[src/rtl/writeback_queue.sv]
// Write-back queue: merges ALU and load results into an in-order FIFO and drains
// one entry per cycle onto the register file's single write port.
module writeback_queue #(
    parameter int DEPTH  = 4,
    parameter int DATA_W = 32,
    parameter int ADDR_W = 5
) (
    input  logic              clock,
    input  logic              reset_n,
    input  logic              alu_valid,
    input  logic [ADDR_W-1:0] alu_rd,
    input  logic [DATA_W-1:0] alu_data,
    input  logic              mem_valid,
    input  logic [ADDR_W-1:0] mem_rd,
    input  logic [DATA_W-1:0] mem_data,
    output logic              in_ready,
    output logic [ADDR_W-1:0] rf_RW,
    output logic [DATA_W-1:0] rf_BusW,
    output logic              rf_sig_enable_write,
    output logic [31:0]       pending_mask,
    output logic              empty,
    output logic              overflow_err
);

    localparam int PTR_W = (DEPTH > 1) ? $clog2(DEPTH) : 1;
    localparam int CNT_W = $clog2(DEPTH + 1);

    logic [ADDR_W-1:0] r_rd   [DEPTH];
    logic [DATA_W-1:0] r_data [DEPTH];
    logic [PTR_W-1:0]  r_wr_ptr;
    logic [PTR_W-1:0]  r_rd_ptr;
    logic [CNT_W-1:0]  r_count;
    logic [ADDR_W-1:0] r_rf_rw;
    logic [DATA_W-1:0] r_rf_busw;
    logic              r_rf_we;
    logic              r_overflow;

    logic              w_in_ready;
    logic              w_req_mem;
    logic              w_req_alu;
    logic              w_push_mem;
    logic              w_push_alu;
    logic              w_pop;
    logic [1:0]        w_npush;
    logic [PTR_W-1:0]  w_alu_ptr;
    logic              w_ovf;
    logic [31:0]       w_mask;
    logic [PTR_W-1:0]  w_idx;

    // Two free slots are required so a dual push can never overrun the FIFO.
    assign w_in_ready = (r_count <= CNT_W'(DEPTH - 2));
    assign w_req_mem  = mem_valid && (mem_rd != '0);
    assign w_req_alu  = alu_valid && (alu_rd != '0);
    assign w_push_mem = w_req_mem && w_in_ready;
    assign w_push_alu = w_req_alu && w_in_ready;
    assign w_pop      = (r_count != '0);
    assign w_npush    = {1'b0, w_push_mem} + {1'b0, w_push_alu};
    assign w_alu_ptr  = r_wr_ptr + PTR_W'(w_push_mem);
    assign w_ovf      = (w_req_mem || w_req_alu) && !w_in_ready;

    always_ff @(posedge clock or negedge reset_n) begin
        if (!reset_n) begin
            for (int unsigned i = 0; i < DEPTH; i++) begin
                r_rd[i]   <= '0;
                r_data[i] <= '0;
            end
            r_wr_ptr   <= '0;
            r_rd_ptr   <= '0;
            r_count    <= '0;
            r_rf_rw    <= '0;
            r_rf_busw  <= '0;
            r_rf_we    <= 1'b0;
            r_overflow <= 1'b0;
        end else begin
            // Load result takes the older slot so an ALU write to the same rd wins.
            if (w_push_mem) begin
                r_rd[r_wr_ptr]   <= mem_rd;
                r_data[r_wr_ptr] <= mem_data;
            end
            if (w_push_alu) begin
                r_rd[w_alu_ptr]   <= alu_rd;
                r_data[w_alu_ptr] <= alu_data;
            end
            if (w_pop) begin
                r_rf_rw   <= r_rd[r_rd_ptr];
                r_rf_busw <= r_data[r_rd_ptr];
                r_rd_ptr  <= r_rd_ptr + PTR_W'(1);
            end
            r_rf_we  <= w_pop;
            r_wr_ptr <= r_wr_ptr + PTR_W'(w_npush);
            r_count  <= r_count + CNT_W'(w_npush) - CNT_W'(w_pop);
            if (w_ovf) begin
                r_overflow <= 1'b1;
            end
        end
    end

    always_comb begin
        w_mask = '0;
        w_idx  = '0;
        for (int unsigned i = 0; i < DEPTH; i++) begin
            w_idx = r_rd_ptr + PTR_W'(i);
            if (CNT_W'(i) < r_count) begin
                w_mask[r_rd[w_idx]] = 1'b1;
            end
        end
        if (r_rf_we) begin
            w_mask[r_rf_rw] = 1'b1;
        end
        w_mask[0] = 1'b0;
    end

    assign in_ready            = w_in_ready;
    assign rf_RW               = r_rf_rw;
    assign rf_BusW             = r_rf_busw;
    assign rf_sig_enable_write = r_rf_we;
    assign pending_mask        = w_mask;
    assign empty               = (r_count == '0);
    assign overflow_err        = r_overflow;

endmodule

[config.mk]
export PLATFORM = sky130hd
export DESIGN_NAME = writeback_queue
export DESIGN_NICKNAME = d
export VERILOG_FILES = /design/src/rtl/writeback_queue.sv
export SDC_FILE = /design/constraint.sdc
export NUM_CORES = 1
export LEC_CHECK = 0
export BUFFER_PORTS_ARGS = -buffer_cell sky130_fd_sc_hd__buf_2
export CAP_MARGIN = 20
export CORE_UTILIZATION = 59
export DETAILED_ROUTE_END_ITERATION = 12
export PLACE_DENSITY = 0.81
export SETUP_SLACK_MARGIN = 0.2
export SLEW_MARGIN = 20
export SYNTH_ARGS = -nofsm -noshare
export SYNTH_HDL_FRONTEND = slang
export SYNTH_SLANG_ARGS = --single-unit
[constraint.sdc]
create_clock -name clock -period 3.8 [get_ports clock]
set_clock_uncertainty 0.2 [all_clocks]
set_input_delay 0.95 -clock clock [delete_from_list [all_inputs] [get_ports clock]]
set_output_delay 0.95 -clock clock [all_outputs]
set_load 0.005 [all_outputs]
==> impl_metrics.toml, run 1 <==
[routing]
drt_wl_total_um = 35240
via_per_inst = 6.782
drt_iter0_drc = 862
drc_errors = 0
wl_per_cell_um = 23.97
antenna_left = 0
num_vias = 9969
firstDrtPassIters = 5

[logic_synthesis]
yosys-top-cells-count = "dfrtp_1 (194), nand2_1 (134), mux2_2 (89)"
synthesis.area_um2 = 11880
ys.warnings.count = 0
yosysMostFrequentCell = "dfrtp_1"
synthDistinctLibCells = 45
syn_avg_cell_area_um2 = 11.31
synth-seq-cells = 194
synth_ff_type = "dfrtp_1"
syn_nets = 1135
netlist.area_leader.share_pct = 40.87
yosys.area.top_type = "dfrtp_1"
seq_area_frac_synth_pct = 40.87
synth_area_leaders = "dfrtp_1 (41%), mux4_2 (9.9%), mux2_2 (8.4%), mux2_1 (7.5%), mux2i_1 (5.4%)"
synth_edf_count = 0
async_flop_share_pct = 100.0
syn_inst = 1050

[clocking]
htree_levels = 4
clock_sink_count = 194
clockRootBuffer = "clkbuf_16"
clk_pin_slew_ns = 0.07
numCtsBuffers = 17
cts_tree = "done"
clk_latency_ns = 0.44
cts_hold_buf = 0
cts.path.max_buffers = 2

[critical_path]
cp.required_ns = 2.65
rr_worst_depth = 12
r2r_setup_slack_ns = 0.61
start_kind = "flop"
rr_startpoint = "r_count[2]"
cp_max_fo = 8
critical_path_class = "reg2out"
arrival_ns = 2.53
endpoint = "pending_mask[16]"
setup.worst_path.end_class = "output pin"
r2r-end = "r_count[2]"
startpoint = "r_rd_ptr[1]"

[die]
num_io_pins = 151
die_h_um = 143.9
rows = 51
die-area_um2 = 20700
initial_core_util_pct = 60.63
fp.dieW_um = 143.9
core_um2 = 19590

[grt]
met3_usage_pct = 6.998
grt_antenna_before_repair = 3
gr-total-overflow = 0
grt_max_degree = 74
use_met2_pct = 56.29
grt_pass1_vias = 9880
grt_pass1_wl_um = 53540
track_usage_pct = 34.44
grt_use_met1_pct = 43.52
gr-max-usage-layer = "met2"

[place]
dp.cells = 1416
place.gp.congestion = 0.9180
place_area_um2 = 13010
place_ws_ns = -0.03821
io_buffers = 149
hpwl_um = 22340

[timing]
finalCriticalPeriod_ns = 3.679
rsz0062_at_grt = "yes"
hold_viol = 0
fmax_ghz = 0.2718
slew-limit-headroom_pct = 45.91
setup_ws_ns = 0.1206
fin_crit_sh_pct = 96.83
drv_slew = 0
worstMarginPinSlew_ns = 0.8114
finalSetupViolCount = 0

[run]
maxCapViolCount = 0

[finish]
syn_to_final_growth_pct = 19.34
drive_above_1_share_pct = 37.99
final_cells = 1470
finalInstanceArea_um2 = 14170
fin_nets = 1275

[power]
ir_worst_vdd_mv = 0.4751
power_uw = 14860
p_leak_uw = 0.006425
powerDensity_nw_per_um2 = 1048

[outcome]
outcome = "completed"

[hold_path]
min_delay_path_depth = 2
hold_class = "reg2reg"
[timing repair]
| item | CTS | global route |
|---|---|---|
| resized for setup | 37 | 37 |
| pin swaps | 17 | 39 |
| gates cloned | 4 | 0 |
| endpoints found under the setup margin | 31 | 31 |
| setup buffers | 8 | 8 |
[registers in the layout (all words and copies together), names as in the netlist]
| signal | count |
|---|---|
| r_data | 128 |
| rf_BusW | 32 |
| r_rd | 20 |
| rf_RW | 5 |
| r_count | 3 |
| r_rd_ptr | 2 |
| r_wr_ptr | 2 |
| overflow_err | 1 |
| rf_sig_enable_write | 1 |
[worst min path at each step]
stage                  from      endpoint
2_1_floorplan    rf_BusW[0]    rf_BusW[0]
4_1_cts         rf_BusW[26]   rf_BusW[26]
3_5_place_dp    rf_BusW[26]   rf_BusW[26]
3_3_place_gp    rf_BusW[31]   rf_BusW[31]
5_1_grt        overflow_err  overflow_err
6_report         rf_BusW[9]    rf_BusW[9]
[layout make-up]
cell class / instances / area (µm²)
inverter: 9 / 38.79
tap: 265 / 331.6
clock inverter: 15 / 202.7
fill: 1316 / 5415
multi-input combinational: 758 / 6914
clock buffer: 17 / 425.4
timing repair buffer: 210 / 1395
antenna: 2 / 5.005
sequential: 194 / 4862
[worst max-delay path: stages, from the launching register on]
cell and delay (ns):
dfrtp_4 0.50, mux4_2 0.58, nor2b_1 0.16, buf_4 0.17
a32oi_2 0.35, nand3_1 0.17, buf_2 0.16
[report_power, final]
group          total (µW)  switching (µW)  internal, µW
registers            3980             802          3180
logic                8970            4860          4110
clock network        1910             849          1060
[stage by stage]
step           utilization [%]  setup TNS, ns  hold WS (ns)
3_5_place_dp             66.43       -0.03821        0.2505
2_1_floorplan                -              0        0.2628
4_1_cts                  71.43              0        0.2663
6_report                 72.36              0        0.2604
5_1_grt                  72.34              0        0.2792
3_3_place_gp             66.43              0        0.2459
[layout by cell type (no fill, tap or decap), drive strengths merged, types with 2 or more instances in the layout]
cell and count:
bufinv 3, and3b 3, nand3 43, nor3b 4, ha 6, clkinvlp 3, or3 3, nand2 134
nor4 65, o21ai 2, nand4 7, and4bb 5, and4 3, o2111ai 4, or4 2, clkbuf 18
buf 209, and2 7, dfrtp 194, a21oi 65, clkinv 5, xnor2 7, mux2i 64, a22oi 39
nor2b 16, and3 2, inv 13, nor2 14, diode 2, nor4b 6, and4b 7, mux4 55
a32oi 20, mux2 168
[logic make-up (layout without fill, tap and decap cells)]
group / count (synthesis) / in the layout / share of synthesized area (%)
mux: 284 / 287 / 31.18
compound gates: 132 / 132 / 7.521
fa+ha+maj: 7 / 7 / 0.8006
xor+xnor: 8 / 8 / 0.5899
buf+inv: 101 / 251 / 4.372
simple gates: 323 / 323 / 14.63
flops: 194 / 194 / 40.87
other cells: 1 / 3 / 0.03157
[layer usage]
metal / part of all wire, % / wire length (µm)
met1: 38 / 13270
met2: 49 / 17360
met3: 8.9 / 3132
met4: 4.1 / 1454
met5: 0.065 / 23
Note: power is estimated with default switching activity, not from simulation.
==> run 2: changes to the inputs <==
CORE_UTILIZATION = 55   (was 59)
PLACE_DENSITY = 0.76   (was 0.81)
==> run 2 against run 1 <==
Sequential power down 1%. Clock power down 6%. Setup slack worse by 0.0059 ns. Power down 2.3%. Worst hold slack better by 0.0018 ns. Final cell count up 0.75%. Register-to-register slack worse by 0.04 ns. Critical path depth unchanged. Combinational power down 2%. Critical endpoint is now pending_mask[2]. Highest routed layer unchanged.
==> impl_metrics.toml, run 2 (synthesized netlist as in run 1, its figures left out) <==
[power]
seq_power_share_pct = 27.1
p_comb_share_pct = 60.6
powerDensity_nw_per_um2 = 1032
p_clk_share_pct = 12.3
p_leak_uw = 0.006395
p_sw_share_pct = 44.55
p_sw_uw = 6471
ir_worst_vdd_mv = 0.5576
cell_internal_pwr_uw = 8053
power_uw = 14520

[critical_path]
cp.required_ns = 2.65
r2r-end = "r_count[2]"
critical_path_class = "reg2out"
setup.worst_path.end_class = "output pin"
cp_max_fo = 8
start_kind = "flop"
r2r_setup_slack_ns = 0.57
rr_startpoint = "r_count[2]"
startpoint = "r_rd_ptr[1]"
arrival_ns = 2.54
rr_worst_depth = 12

[routing]
wl_per_cell_um = 23.31
drc_errors = 0
antenna_left = 0
drt_wl_total_um = 34520
firstDrtPassIters = 7
num_vias = 9722
drt_iter0_drc = 771
via_per_inst = 6.564

[finish]
fillers = 1600
mostFrequentLayoutCells = "dfrtp_1 (191), buf_2 (148), nand2_1 (134), mux2_2 (89), mux2_1 (79)"
drive_above_1_share_pct = 38.15
regMostFlops = "r_data"
syn_to_final_growth_pct = 18.51
layout_commonest_cell = "dfrtp_1"
seqCellArea_um2 = 4863
multi_input_area_um2 = 6899
largest_reg_flops = 128
fin_nets = 1275

[clocking]
clk_latency_ns = 0.44
numCtsBuffers = 17
cts_tree = "done"
cts.path.max_buffers = 2
clk_pin_slew_ns = 0.08
clockRootBuffer = "clkbuf_16"
clock_sink_count = 194
htree_levels = 4
cts_hold_buf = 0

[hold_path]
hold_end = "rf_BusW[11]"
hold_class = "reg2reg"
hold_start = "rf_BusW[11]"
min_delay_path_depth = 2

[timing]
fmax_ghz = 0.2714
rsz0062_at_grt = "yes"
finalCriticalPeriod_ns = 3.685
final.setup.tns_ns = 0
slew-limit-headroom_pct = 35.31
finalSetupViolCount = 0
worstMarginPinSlew_ns = 0.9682
fin_crit_sh_pct = 96.98
hold_viol = 0
drv_slew = 0

[grt]
grt_antenna_before_repair = 3
grt_max_degree = 75
track_usage_pct = 32.21
grt_pass1_vias = 9751
gr-total-overflow = 0
grt_pass1_wl_um = 54410

[die]
rows = 53
num_io_pins = 151
die_h_um = 149.0
die-area_um2 = 22190
core_um2 = 21090
fp.dieW_um = 149.0
initial_core_util_pct = 56.32

[run]
maxCapViolCount = 0

[outcome]
outcome = "completed"

[place]
io_buffers = 149
place.gp.congestion = 0.9411
hpwl_um = 22240
[run 2: cell count changes in the layout (fill, tap and decap cells not counted), sizes merged]
cell / previous run / this run
diode: 2 / 3
clkinv: 5 / 3
buf: 209 / 211
mux4: 55 / 53
inv: 13 / 19
bufinv: 3 / 0
clkinvlp: 3 / 2
[run 2: through the flow]
stage	utilization [%]	area, µm²	hold WS, ns	std cells	worst slack [ns]
2_1_floorplan	-	11880	0.2628	1050	0.2126
3_3_place_gp	61.72	13020	0.2475	1433	0.1075
3_5_place_dp	61.72	13020	0.2531	1433	0.04025
4_1_cts	66.14	13950	0.2712	1475	0.1628
5_1_grt	66.71	14070	0.2865	1478	0.04207
6_report	66.75	14080	0.2623	1481	0.1148
[run 2: worst max-delay path by stage]
stage / slack, ns / to / cells past startpoint
2_1_floorplan: 0.21 / r_count[2] / 12
3_3_place_gp: 0.11 / r_count[2] / 12
3_5_place_dp: 0.04 / r_count[2] / 12
4_1_cts: 0.16 / pending_mask[9] / 6
5_1_grt: 0.04 / pending_mask[17] / 7
6_report: 0.11 / pending_mask[2] / 6
[run 2: worst max-delay path, cell delays in order, from the launching register on]
cell and delay (ns):
dfrtp_4 0.51, mux4_2 0.59, nor2b_1 0.17, buf_4 0.17, a32oi_1 0.34, nand3_1 0.16, buf_2 0.15
[run 2: repair_timing]
action | 4_1_cts | 5_1_grt
resized for setup | 50 | 18
cloned | 0 | 1
endpoints found under the setup margin | 31 | 31
setup buffers | 10 | 2
pin swaps | 14 | 13
[run 2: power by group through the flow]
stage	registers [µW]	clock network, µW	logic (µW)
6_report	3930	1790	8800
4_1_cts	3890	1800	8520
5_1_grt	4040	1880	9450
2_1_floorplan	3650	0	5630
3_5_place_dp	3970	0	7810
3_3_place_gp	3900	0	7630
[run 2: cell type report]
class                           count  share of cell area, %
Clock buffer                       17                  3.022
Sequential cell                   194                  34.55
Antenna cell                        3                0.05333
Multi-Input combinational cell    756                  49.01
Inverter                            9                 0.2844
Clock inverter                     15                  1.093
Tap cell                          275                  2.444
Timing Repair Buffer              212                  9.538
[run 2: metal layers]
| metal | GRT usage (%) | vias up | wire length (µm) |
|---|---|---|---|
| li1 | - | 4281 | - |
| met3 | 5.872 | 88 | 2489 |
| met1 | 41.80 | 4858 | 13880 |
| met4 | 14.74 | 2 | 1183 |
| met2 | 52.58 | 493 | 16950 |
| met5 | 0 | - | 15 |
==> run 3: changes to the inputs <==
PLACE_DENSITY = 0.8   (was 0.76)
==> run 3 against run 2 <==
First-iteration DRC count decreased by 11%. Maximum frequency decreased by 1.2%. Cell area decreased by 0.31%. Sequential power about the same. Sequential share of layout area increased by 0.11 points. Setup slack got worse by 0.045 ns. Via count increased by 0.23%. Worst hold slack got worse by 0.0014 ns. Critical path type unchanged.
==> impl_metrics.toml, run 3 (synthesized netlist as in run 1, its figures left out) <==
[outcome]
outcome = "completed"

[clocking]
cts_hold_buf = 0
htree_levels = 4
clock_sink_count = 194
clk_latency_ns = 0.44
cts_tree = "done"
cts.path.max_buffers = 2
clk_pin_slew_ns = 0.08
clockRootBuffer = "clkbuf_16"
numCtsBuffers = 17

[die]
die-area_um2 = 22190
initial_core_util_pct = 56.32
rows = 53
fp.dieW_um = 149.0
num_io_pins = 151
die_h_um = 149.0
core_um2 = 21090

[critical_path]
critical_path.cell_chain = "clkbuf_16 > mux4_2 > nor2_2 > a22oi_1 > nand3_1 > buf_2"
critical_path_class = "reg2out"
setup.worst_path.end_class = "output pin"
cp.required_ns = 2.65
arrival_ns = 2.58
cp_max_fo = 7
cp_slowest_cell = "mux4_2"
start_kind = "flop"
cpPeakStageDelay_ns = 0.57

[timing]
setup_ws_ns = 0.06937
rsz0062_at_grt = "yes"
final.setup.tns_ns = 0
finalCriticalPeriod_ns = 3.731
finalSetupViolCount = 0
hold_viol = 0
slew-limit-headroom_pct = 46.24
fmax_ghz = 0.2681
worstMarginPinSlew_ns = 0.8035
drv_slew = 0
fin_crit_sh_pct = 98.17

[place]
place_ws_ns = -0.0004114
hpwl_um = 22210
place.gp.congestion = 0.9526
place_area_um2 = 12990
io_buffers = 149

[finish]
fillers = 1560
fin_nets = 1270
finalInstanceArea_um2 = 14030
regMostFlops = "r_data"
syn_to_final_growth_pct = 18.14
layout_commonest_cell = "dfrtp_1"
final_util_pct = 66.54
largest_reg_flops = 128
mostFrequentLayoutCells = "dfrtp_1 (191), buf_2 (147), nand2_1 (134), mux2_2 (89), mux2_1 (79)"
drive_above_1_share_pct = 37.73

[routing]
drt_iter0_drc = 690
via_per_inst = 6.611
drt_wl_total_um = 34140
num_vias = 9744
antenna_left = 0
drc_errors = 0
firstDrtPassIters = 5
wl_per_cell_um = 23.16

[grt]
grt_max_degree = 87
gr-total-overflow = 0
track_usage_pct = 31.24
grt_pass1_wl_um = 53190
grt_pass1_vias = 9714
grt_antenna_before_repair = 2

[power]
powerDensity_nw_per_um2 = 1037
power_uw = 14550
ir_worst_vdd_mv = 0.5648
p_leak_uw = 0.006363

[run]
maxCapViolCount = 0

[hold_path]
hold_class = "reg2reg"
## run 3: cell count changes in the layout (fill, tap and decap cells not counted), sizes merged
| cell | delta |
|---|---|
| bufinv | +1 |
| clkbuf | +3 |
| inv | -6 |
| buf | -7 |
| diode | -2 |
| clkinv | +4 |
## run 3: path summary, 6_finish.rpt
kind | start | to | cells past startpoint | slack, ns
min in group asynchronous | reset_n | r_data[72] | 1 | 0.35
setup reg to reg | r_count[2] | r_count[2] | 12 | 0.83
setup / recovery | r_rd_ptr[0] | pending_mask[1] | 6 | 0.07
hold / removal | rf_BusW[7] | rf_BusW[7] | 2 | 0.26
max in group asynchronous | reset_n | r_data[93] | 2 | 2.20
hold reg to reg | rf_BusW[7] | rf_BusW[7] | 2 | 0.26
## run 3: what timing repair did
action	4_1_cts	5_1_grt
endpoints found under the setup margin	31	31
gates resized for setup	27	38
pin swaps	2	36
gates cloned	1	1
setup buffers	10	2
## run 3: worst max-delay path: cells and delay by family (launching register included)
family                 cells  cell delay (ns)
AND/OR/NAND/NOR            2             0.60
AO/OA/AOI/OAI              1             0.21
buffers and inverters      2             0.30
flip-flops                 1             0.47
multiplexers               1             0.57
## run 3: through the flow
stage / std cells / hold WS, ns
finish: 1474 / 0.2609
global route: 1474 / 0.2884
CTS: 1470 / 0.2665
detailed placement: 1427 / 0.2510
global placement: 1427 / 0.2442
floorplan: 1050 / 0.2628
## run 3: routing by layer
layer | vias up | GRT usage [%] | share of wire, %
li1 | 4255 | - | -
met1 | 4817 | 41.00 | 40
met2 | 547 | 49.93 | 48
met3 | 123 | 5.413 | 8.2
met4 | 2 | 16.02 | 4.3
met5 | - | 0 | 0.038
## run 3: cell type report
class                      instances  area (µm²)  share of cell area, %
antenna                            1       2.502                0.01783
tap                              275       344.1                  2.452
multi-input combinational        756        6843                  48.77
inverter                           9       42.54                 0.3032
clock inverter                    14       168.9                  1.204
clock buffer                      18       439.2                  3.130
sequential                       194        4863                  34.66
timing repair buffer             207        1329                  9.469
## run 3: where the power goes
part / leakage, µW / internal, µW / switching, µW
combinational: 0.00381 / 4000 / 4780
clock: 0.000290 / 956 / 871
sequential: 0.00227 / 3180 / 760
